[src/rtl/s_term_dsp_probe_pkg.sv]
// Shared types and bus widths for the south-terminal DSP wire probe.
// The edge-trigger option is selected by the S_TERM_DSP_PROBE_EDGE_TRIG_EN macro in the top.
package s_term_dsp_probe_pkg;

    localparam int N1_W    = 4;
    localparam int N2_W    = 8;
    localparam int N2B_W   = 8;
    localparam int N4_W    = 16;
    localparam int NN4_W   = 16;
    localparam int PROBE_W = N1_W + N2_W + N2B_W + N4_W + NN4_W;

    typedef enum logic [1:0] {
        ST_IDLE    = 2'd0,
        ST_ARMED   = 2'd1,
        ST_CAPTURE = 2'd2,
        ST_READOUT = 2'd3
    } probe_state_e;

    // N1BEG lands in the low bits, NN4BEG in the top bits.
    function automatic logic [PROBE_W-1:0] pack_sample(
        input logic [N1_W-1:0]  n1,
        input logic [N2_W-1:0]  n2,
        input logic [N2B_W-1:0] n2b,
        input logic [N4_W-1:0]  n4,
        input logic [NN4_W-1:0] nn4
    );
        return {nn4, n4, n2b, n2, n1};
    endfunction

endpackage

[src/rtl/s_term_dsp_probe_mem.sv]
// Capture buffer for the wire probe: DEPTH x W, one synchronous write port and
// one asynchronous read port.
module s_term_dsp_probe_mem
    import s_term_dsp_probe_pkg::*;
#(
    parameter int DEPTH = 16,
    parameter int W     = PROBE_W
) (
    input  logic                     clk_i,
    input  logic                     we_i,
    input  logic [$clog2(DEPTH)-1:0] waddr_i,
    input  logic [W-1:0]             wdata_i,
    input  logic [$clog2(DEPTH)-1:0] raddr_i,
    output logic [W-1:0]             rdata_o
);

    logic [W-1:0] mem_q [DEPTH];

    // NOTE: the storage array has no reset; every word is written by a capture
    // before the readout stream can expose it.
    always_ff @(posedge clk_i) begin
        if (we_i) begin
            mem_q[waddr_i] <= wdata_i;
        end
    end

    assign rdata_o = mem_q[raddr_i];

endmodule

[src/rtl/s_term_dsp_wire_probe.sv]
// Logic-analyser style probe on the north-bound wires leaving the south terminal tile.
// Define S_TERM_DSP_PROBE_EDGE_TRIG_EN to add the trig_edge (change-detect) trigger mode.
module s_term_dsp_wire_probe
    import s_term_dsp_probe_pkg::*;
#(
    parameter int DEPTH = 16,
    parameter int W     = PROBE_W
) (
    input  logic          CLK,
    input  logic          resetn,
    input  logic [3:0]    N1BEG,
    input  logic [7:0]    N2BEG,
    input  logic [7:0]    N2BEGb,
    input  logic [15:0]   N4BEG,
    input  logic [15:0]   NN4BEG,
    input  logic          arm,
    input  logic          abort,
    input  logic [W-1:0]  trig_mask,
    input  logic [W-1:0]  trig_value,
    input  logic          trig_edge,
    output logic          busy,
    output logic          triggered,
    output logic          rd_valid,
    input  logic          rd_ready,
    output logic [W-1:0]  rd_data,
    output logic          rd_last
);

    localparam int             AW       = $clog2(DEPTH);
    localparam logic [AW-1:0]  LAST_PTR = AW'(DEPTH - 1);

    probe_state_e  state_q, state_d;
    logic [W-1:0]  sample_q, sample_d;
    logic [AW-1:0] wr_ptr_q, wr_ptr_d;
    logic [AW-1:0] rd_ptr_q, rd_ptr_d;
    logic          triggered_q, triggered_d;
    logic          mem_we;
    logic [AW-1:0] mem_waddr;
    logic [W-1:0]  mem_rdata;
    logic          pattern_hit;
    logic          trig_hit;

    assign sample_d    = pack_sample(N1BEG, N2BEG, N2BEGb, N4BEG, NN4BEG);
    assign pattern_hit = ((sample_q ^ trig_value) & trig_mask) == '0;

`ifdef S_TERM_DSP_PROBE_EDGE_TRIG_EN
    logic [W-1:0] prev_sample_q;
    logic         edge_hit;

    assign edge_hit = ((sample_q ^ prev_sample_q) & trig_mask) != '0;
    assign trig_hit = trig_edge ? edge_hit : pattern_hit;

    // Loaded with the value entering sample_q, so the first ARMED cycle sees no change.
    always_ff @(posedge CLK or negedge resetn) begin
        if (!resetn) begin
            prev_sample_q <= '0;
        end else if (state_q == ST_IDLE && arm && !abort) begin
            prev_sample_q <= sample_d;
        end else if (state_q == ST_ARMED) begin
            prev_sample_q <= sample_q;
        end
    end
`else
    logic unused_trig_edge;

    assign unused_trig_edge = trig_edge;
    assign trig_hit         = pattern_hit;
`endif

    // NOTE: every signal driven here gets a default first so no latch is inferred.
    always_comb begin
        state_d     = state_q;
        wr_ptr_d    = wr_ptr_q;
        rd_ptr_d    = rd_ptr_q;
        triggered_d = triggered_q;
        mem_we      = 1'b0;
        mem_waddr   = wr_ptr_q;

        if (abort) begin
            state_d     = ST_IDLE;
            wr_ptr_d    = '0;
            rd_ptr_d    = '0;
            triggered_d = 1'b0;
        end else begin
            unique case (state_q)
                ST_IDLE: begin
                    if (arm) begin
                        state_d = ST_ARMED;
                    end
                end
                ST_ARMED: begin
                    if (trig_hit) begin
                        mem_we      = 1'b1;
                        mem_waddr   = '0;
                        wr_ptr_d    = AW'(1);
                        triggered_d = 1'b1;
                        state_d     = ST_CAPTURE;
                    end
                end
                ST_CAPTURE: begin
                    mem_we = 1'b1;
                    if (wr_ptr_q == LAST_PTR) begin
                        wr_ptr_d = '0;
                        state_d  = ST_READOUT;
                    end else begin
                        wr_ptr_d = wr_ptr_q + AW'(1);
                    end
                end
                ST_READOUT: begin
                    if (rd_ready) begin
                        if (rd_ptr_q == LAST_PTR) begin
                            rd_ptr_d    = '0;
                            triggered_d = 1'b0;
                            state_d     = ST_IDLE;
                        end else begin
                            rd_ptr_d = rd_ptr_q + AW'(1);
                        end
                    end
                end
                default: begin
                    state_d = ST_IDLE;
                end
            endcase
        end
    end

    // NOTE: sequential state uses non-blocking assignments only.
    always_ff @(posedge CLK or negedge resetn) begin
        if (!resetn) begin
            state_q     <= ST_IDLE;
            sample_q    <= '0;
            wr_ptr_q    <= '0;
            rd_ptr_q    <= '0;
            triggered_q <= 1'b0;
        end else begin
            state_q     <= state_d;
            sample_q    <= sample_d;
            wr_ptr_q    <= wr_ptr_d;
            rd_ptr_q    <= rd_ptr_d;
            triggered_q <= triggered_d;
        end
    end

    s_term_dsp_probe_mem #(
        .DEPTH (DEPTH),
        .W     (W)
    ) u_mem (
        .clk_i   (CLK),
        .we_i    (mem_we),
        .waddr_i (mem_waddr),
        .wdata_i (sample_q),
        .raddr_i (rd_ptr_q),
        .rdata_o (mem_rdata)
    );

    // Outputs decode straight from state so reset clears them without a clock.
    assign busy      = (state_q != ST_IDLE);
    assign triggered = triggered_q;
    assign rd_valid  = (state_q == ST_READOUT);
    assign rd_last   = rd_valid && (rd_ptr_q == LAST_PTR);
    assign rd_data   = rd_valid ? mem_rdata : '0;

endmodule

[config.mk]
export PLATFORM = sky130hd
export DESIGN_NAME = s_term_dsp_wire_probe
export DESIGN_NICKNAME = d
export VERILOG_FILES = /design/src/rtl/s_term_dsp_probe_pkg.sv /design/src/rtl/s_term_dsp_probe_mem.sv /design/src/rtl/s_term_dsp_wire_probe.sv
export SDC_FILE = /design/constraint.sdc
export NUM_CORES = 1
export LEC_CHECK = 0
export BUFFER_PORTS_ARGS = -buffer_cell sky130_fd_sc_hd__buf_2
export CAP_MARGIN = 0
export CELL_PAD_IN_SITES_DETAIL_PLACEMENT = 1
export CELL_PAD_IN_SITES_GLOBAL_PLACEMENT = 2
export CORE_ASPECT_RATIO = 0.9
export CORE_MARGIN = 3
export CORE_UTILIZATION = 54
export CTS_BUF_LIST = sky130_fd_sc_hd__clkbuf_4 sky130_fd_sc_hd__clkbuf_8
export DETAILED_ROUTE_END_ITERATION = 8
export PLACE_DENSITY = 0.94
export SKIP_CTS_REPAIR_TIMING = 1
export SLEW_MARGIN = 10
export SYNTH_ARGS = -nofsm -noshare
export SYNTH_HDL_FRONTEND = slang
export SYNTH_SLANG_ARGS = --single-unit
[constraint.sdc]
create_clock -name CLK -period 18.2 [get_ports CLK]
set_clock_uncertainty 0.2 [all_clocks]
set_input_delay 0.91 -clock CLK [delete_from_list [all_inputs] [get_ports CLK]]
set_output_delay 0.91 -clock CLK [all_outputs]
set_load 0.01 [all_outputs]
[Yosys cells after proc, flatten, opt, wreduce, memory -nomap -nowiden]
Memory sizes are Yosys's and may differ from the RTL's.
Index checks and enable logic that the tools add are counted.
Widths: inputs -> output; s select.
Word-level totals
  output and inout port bits: 56
  input port bits: 162
  ROM bits: 0
  memories: 1
  bits in registers: 63
  bits in latches: 0
  memory bits (writable): 832
Memory list
  u_mem.mem_q: words 16, width 52, read ports 1, clocked after memory_dff 0, wr ports 1, RTL line s_term_dsp_probe_mem.sv:17  | logic [W-1:0] mem_q [DEPTH];
Cells by class
  bitwise operators: 2
  mux-type cells: 29
  add/sub/neg operators: 2
  shifts and indexed selects: 0
  reductions and logical operators: 12
  order comparisons: 0
  divide/modulo/power cells: 0
  multiply operators: 0
  eq/ne operators: 10
Operators by type and width (count)
  $and 52x52->52: 1
  $logic_not 52->1: 1
  $mux 52: 1
  $xor 52x52->52: 1
  $mux 4: 10
  $mux 2: 6
  $ne 3x3->1 const B: 3
  $add 4x1->4 const B: 2
  $eq 4x4->1 const B: 2
  $mux 1: 8
  $pmux 2 s4: 1
  $pmux 4 s2: 1
  $ne 3x2->1 const B: 2
  $reduce_bool 2->1: 3
  $reduce_bool 3->1: 2
  $reduce_and 5->1: 1
  $eq 2x2->1 const B: 2
  $pmux 1 s2: 2
  $reduce_and 2->1: 2
  $reduce_and 4->1: 1
  $eq 2x1->1 const B: 1
  $logic_not 2->1: 1
  $logic_and 1x1->1: 1

[Depth between registers and ports, before layout]
  depth after elaboration: 8
  gate-level depth with buffers: 8
  mapped depth without buffers: 8

[Hierarchy]
Synthesis repeated with hierarchy kept, for this count alone.
Second synthesis, totals
  cell total of the unflattened synthesis: 1596
  area total of the unflattened synthesis: 34494.3 µm²
By module, submodules not included
  s_term_dsp_probe_mem: sequential area each 24984.0 µm², area an instance 31174.9 µm², cells an instance 1292, instances 1
  s_term_dsp_wire_probe: sequential area each 1576.5 µm², area an instance 3319.4 µm², cells an instance 304, instances 1

[Worst setup path after synthesis]
No wires, ideal clock.
  path type: in2reg
  start point: input trig_value[48]
  end point: memory u_mem.mem_q[10][0] (netlist name) (enable)
  setup time: 0.609 ns
  stages on the path: 7
  arrival time: 7.117 ns
  setup slack: 10.274 ns
  path buffers: 1
  cell sequence: xor2_1 a22oi_1 nand4_1 nor4_4 nand4_1 clkbuf_1 nor4b_1
On the way
  cells in the longest elaborated chain, start to end: 8
  elaborated cells on any way between the ends: 11
RTL lines
  start, declared: RTL line s_term_dsp_wire_probe.sv:19  | input logic [W-1:0] trig_value,
  $xor 52x52->52 (*): RTL line s_term_dsp_wire_probe.sv:44  | assign pattern_hit = ((sample_q ^ trig_value) & trig_mask) == '0;
  $and 52x52->52 (*): RTL line s_term_dsp_wire_probe.sv:44
  $logic_not 52->1 (*): RTL line s_term_dsp_wire_probe.sv:44
  $mux 1: RTL line s_term_dsp_wire_probe.sv:92  | if (trig_hit) begin
  $pmux 1 s2: RTL line s_term_dsp_wire_probe.sv:85  | unique case (state_q)
  $mux 1: RTL line s_term_dsp_wire_probe.sv:79  | if (abort) begin
  $mux 1: RTL line s_term_dsp_probe_mem.sv:22  | if (we_i) begin
  $mux 1 (implied by the code): RTL line s_term_dsp_probe_mem.sv:23  | mem_q[waddr_i] <= wdata_i;
  end, declared: RTL line s_term_dsp_probe_mem.sv:17
Every way passes the cells marked *; elsewhere a longest branch is shown, timed or not.

[Worst setup path in the final report]
  start point: register sample_q[5]
  end point: memory u_mem.mem_q[2][40] (netlist name) (enable)
On the way
  cells in the longest elaborated chain, start to end: 8
  elaborated cells on any way between the ends: 11
RTL lines
  start, declared: RTL line s_term_dsp_wire_probe.sv:33  | logic [W-1:0] sample_q, sample_d;
  start signal, assigned: RTL line s_term_dsp_wire_probe.sv:137  | sample_q <= sample_d;
  $xor 52x52->52 (*): RTL line s_term_dsp_wire_probe.sv:44
  $and 52x52->52 (*): RTL line s_term_dsp_wire_probe.sv:44
  $logic_not 52->1 (*): RTL line s_term_dsp_wire_probe.sv:44
  $mux 1: RTL line s_term_dsp_wire_probe.sv:92
  $pmux 1 s2: RTL line s_term_dsp_wire_probe.sv:85
  $mux 1: RTL line s_term_dsp_wire_probe.sv:79
  $mux 1: RTL line s_term_dsp_probe_mem.sv:22
  $mux 1 (implied by the code): RTL line s_term_dsp_probe_mem.sv:23
Marks and branches as above.

==> key figures <==
Die
  – Die Ht: around 250 um
  – Total Die Area: about 67,000 um2
  – DIE WIDTH: approximately 270 um
  – # IOs: 218
  – FP Rows: 87
  – Core footprint: between 60,000 and 70,000 um2
  – Initial Util: 54.8%

Timing
  – Hold Violations, Final: 0
  – Tcrit/Tclk final: 29.9%
  – Final Setup Violations: 0
  – Final setup TNS: 0 ps
  – Fmax: 0.184 GHz
  – Slew Limit Headroom: between 15 and 20%
  – Worst setup margin: between 10,000 and 15,000 ps
  – Least-Margin Pin Slew: 1240 ps
  – Slew Limit Fails: 0
  – Final Critical Period: around 5400 ps
  – RSZ-0062 raised after global routing: no

Logic synthesis
  – Area leader, netlist: edfxtp_1
  – Cells after Synth: 1,464
  – Post-Synth XOR/XNOR Area: between 1 and 1.5%
  – Fraction of the mapped netlist area in simple logic gates: 2.11%
  – Cell area after synthesis: 34,500 um2
  – Combinational family with the most area after synthesis: multiplexers
  – Register area share after synthesis: approximately three quarters
  – Top-count cell post-synth: edfxtp_1
  – Yosys cell types: 42
  – Post-synth EDFFs: 832
  – Post-Synth Adder-Cell Area: 0.254%
  – Mean area per synthesized cell: between 20 and 25 um2
  – Synth top area cells: edfxtp_1 72%, mux4_2 17%, dfrtp_1 4.6%
  – Compound-Gate Fraction of Synth Area: 0.990%
  – Yosys top cell area share: 72.4%
  – Async set-or-reset flop fraction in the synthesized netlist: roughly 7%
  – Yosys reg bits: between 800 and 900
  – Syn. warnings: 0
  – Syn_nets: between 1,500 and 2,000
  – Multiplexer share of the synthesized area: about 17%
  – Synth top cells by count: 832 x edfxtp_1, 260 x mux4_2, 63 x dfrtp_1
  – Top FF cell, synth: edfxtp_1

Route
  – Routed vias/inst: 6.61
  – Post-route ant nets: 0
  – Vias after detailed routing: between 15,000 and 20,000
  – Initial drt markers: 2,866
  – Detailed Routing Iterations Pass 1: 5
  – Routed wire per std cell: approximately 36 um
  – WL final: approximately 100,000 um
  – Residual DRC: 0

Placement
  – Port bufs: roughly 220
  – Pre-CTS WS: around 13,000 ps
  – Hpwl dp: roughly 50,000 um
  – GPL Wtd Cong: 0.791

Worst setup path
  – Sequence of cells on the critical path: xor2_1 -> a22oi_1 -> nand4_1 -> nor4_4 -> nand4_1 -> o21ai_1 -> nor2_4 -> buf_4
  – R2r setup slk: around 13,000 ps
  – Worst Path Arrival: around 5600 ps
  – Worst Setup Start Kind: flop
  – RR Startpoint: sample_q[5]$_DFF_PN0_
  – Critical Path RT: approximately 18,000 ps
  – Cell seen most often among critical-path stages: nand4_1
  – Worst R2R End: u_mem.mem_q[2][40]$_DFFE_PP_
  – Max incr delay on CP: between 800 and 900 ps
  – Crit. Startpoint: sample_q[5]$_DFF_PN0_
  – Critical-path top delay cell: a22oi_1
  – R2R cell count: 8
  – WS Path Type: flop to flop
  – CP Capture Type: flop
  – Crit-path max FO: between 40 and 50

Power and ir drop
  – Power density over the cells: ~110 nW/um2
  – Power Total: between 4 and 5 mW
  – Worst VDD drop: 0.0745 mV
  – Lkg Pwr: 12.8 nW

Clock network
  – CTS tree: built
  – # clock sinks: slightly below 900
  – H-tree levels: 4
  – Clk slew on worst S/H paths: ~60 ps
  – Num CTS Buffers: 137
  – CTS Buffer Depth: 3
  – Clk Latency, worst-skew pair: around 800 ps
  – CTS Root Cell: clkbuf_8

Worst hold path
  – Hold Crit Start: N1BEG[1]
  – Min-Delay Path Depth: 1
  – Min-Delay Endpoint: sample_q[1]$_DFF_PN0_
  – Hold Crit Class: primary input to flop

Finish
  – Area growth from synthesis to layout: 14.5%
  – Multi-input logic area: roughly 7600 um2
  – Register area: roughly 27,000 um2
  – Layout cells sized above 1: between 30% and 40%
  – Final net count: between 1,500 and 2,000
  – FILL cells: between 5,000 and 6,000

GRT
  – Initial antenna violation count: 5
  – Largest net degree at the start of global routing: 152
  – First-pass GRT wire length: 143,000 um
  – Global Route Usage Sum: between 30% and 40%
  – Vias in the first global route: roughly 19,000
  – Congestion Overflow GR: 0

Job
  – MaxCap Viol Count: 0

Outcome
  – Outcome: completed
## kinds of logic (layout without fill, tap and decap cells)
group / after synthesis / in the layout
other: 0 / 2
muxes: 263 / 263
DFF: 895 / 895
adders and majority gates: 7 / 7
and+or+nand+nor: 122 / 122
AOI/OAI and AO/OA: 48 / 48
buffers and inverters: 76 / 507
xor gates and xnor gates: 53 / 53
## sequential cells by signal (all words and copies together) (netlist names)
register     count
state_q          2
u_mem.mem_q    832
rd_ptr_q         4
wr_ptr_q         4
sample_q        52
triggered        1
## cell usage in the layout (no fill, tap or decap), drive strengths merged, types with 8 or more instances in the layout
cell / instances
mux4: 260
xor2: 53
nor2: 13
inv: 10
edfxtp: 832
and2: 54
a21oi: 9
a22oi: 26
buf: 239
clkinvlp: 9
clkbuf: 195
dfrtp: 63
clkinv: 34
nand2: 13
nor4b: 8
nand3: 9
dlygate4sd3: 14
## power by group
| part | internal, mW | switching [mW] |
|---|---|---|
| Combinational | 0.105 | 0.144 |
| Sequential | 2.26 | 0.0433 |
| Clock | 0.941 | 0.827 |
| Total | 3.31 | 1.01 |
## layout make-up
type	instances	area share, %
clock inverters	51	1.04
well taps	845	2.67
clock buffers	195	6.09
inverters	8	0.0760
repair buffers	253	3.60
flip-flops and latches	895	67.2
multi-input cells	493	19.3
diodes	2	0.0127
## critical path, delay by kind of cell (launching register included)
kind / cells / cell delay (ps)
xor+xnor: 1 / 150
simple gates: 4 / 1800
buf+inv: 1 / 430
compound gates: 2 / 1570
flops: 1 / 800
## metrics by stage
stage | instances | instance area (um2) | util (%) | hold WS (ps)
detailed placement | 2480 | 36600 | 58.1 | 386
CTS | 2726 | 39400 | 62.6 | -104
global placement | 2480 | 36600 | 58.1 | 365
global route | 2741 | 39500 | 62.8 | 0.716
finish | 2742 | 39500 | 62.8 | 40.9
floorplan | 1464 | 34500 | - | 352
## worst max-delay path by stage
stage	to	slack (ps)	cells after the start
detailed placement	u_mem.mem_q[2][34]$_DFFE_PP_	12780	9
global route	rd_data[12]	12480	5
CTS	rd_data[3]	12660	5
finish	u_mem.mem_q[2][40]$_DFFE_PP_	12770	8
global placement	u_mem.mem_q[14][36]$_DFFE_PP_	12940	8
floorplan	u_mem.mem_q[10][0]$_DFFE_PP_	10270	7
## layer usage
layer	vias to the layer above	global-route usage (%)	wire length (um)
met5	-	0	19
met4	2	11.7	3520
met3	208	8.31	11300
met2	1571	48.8	49000
met1	9498	40.9	36100
li1	6852	-	-
(Power assumes the default switching activity.)
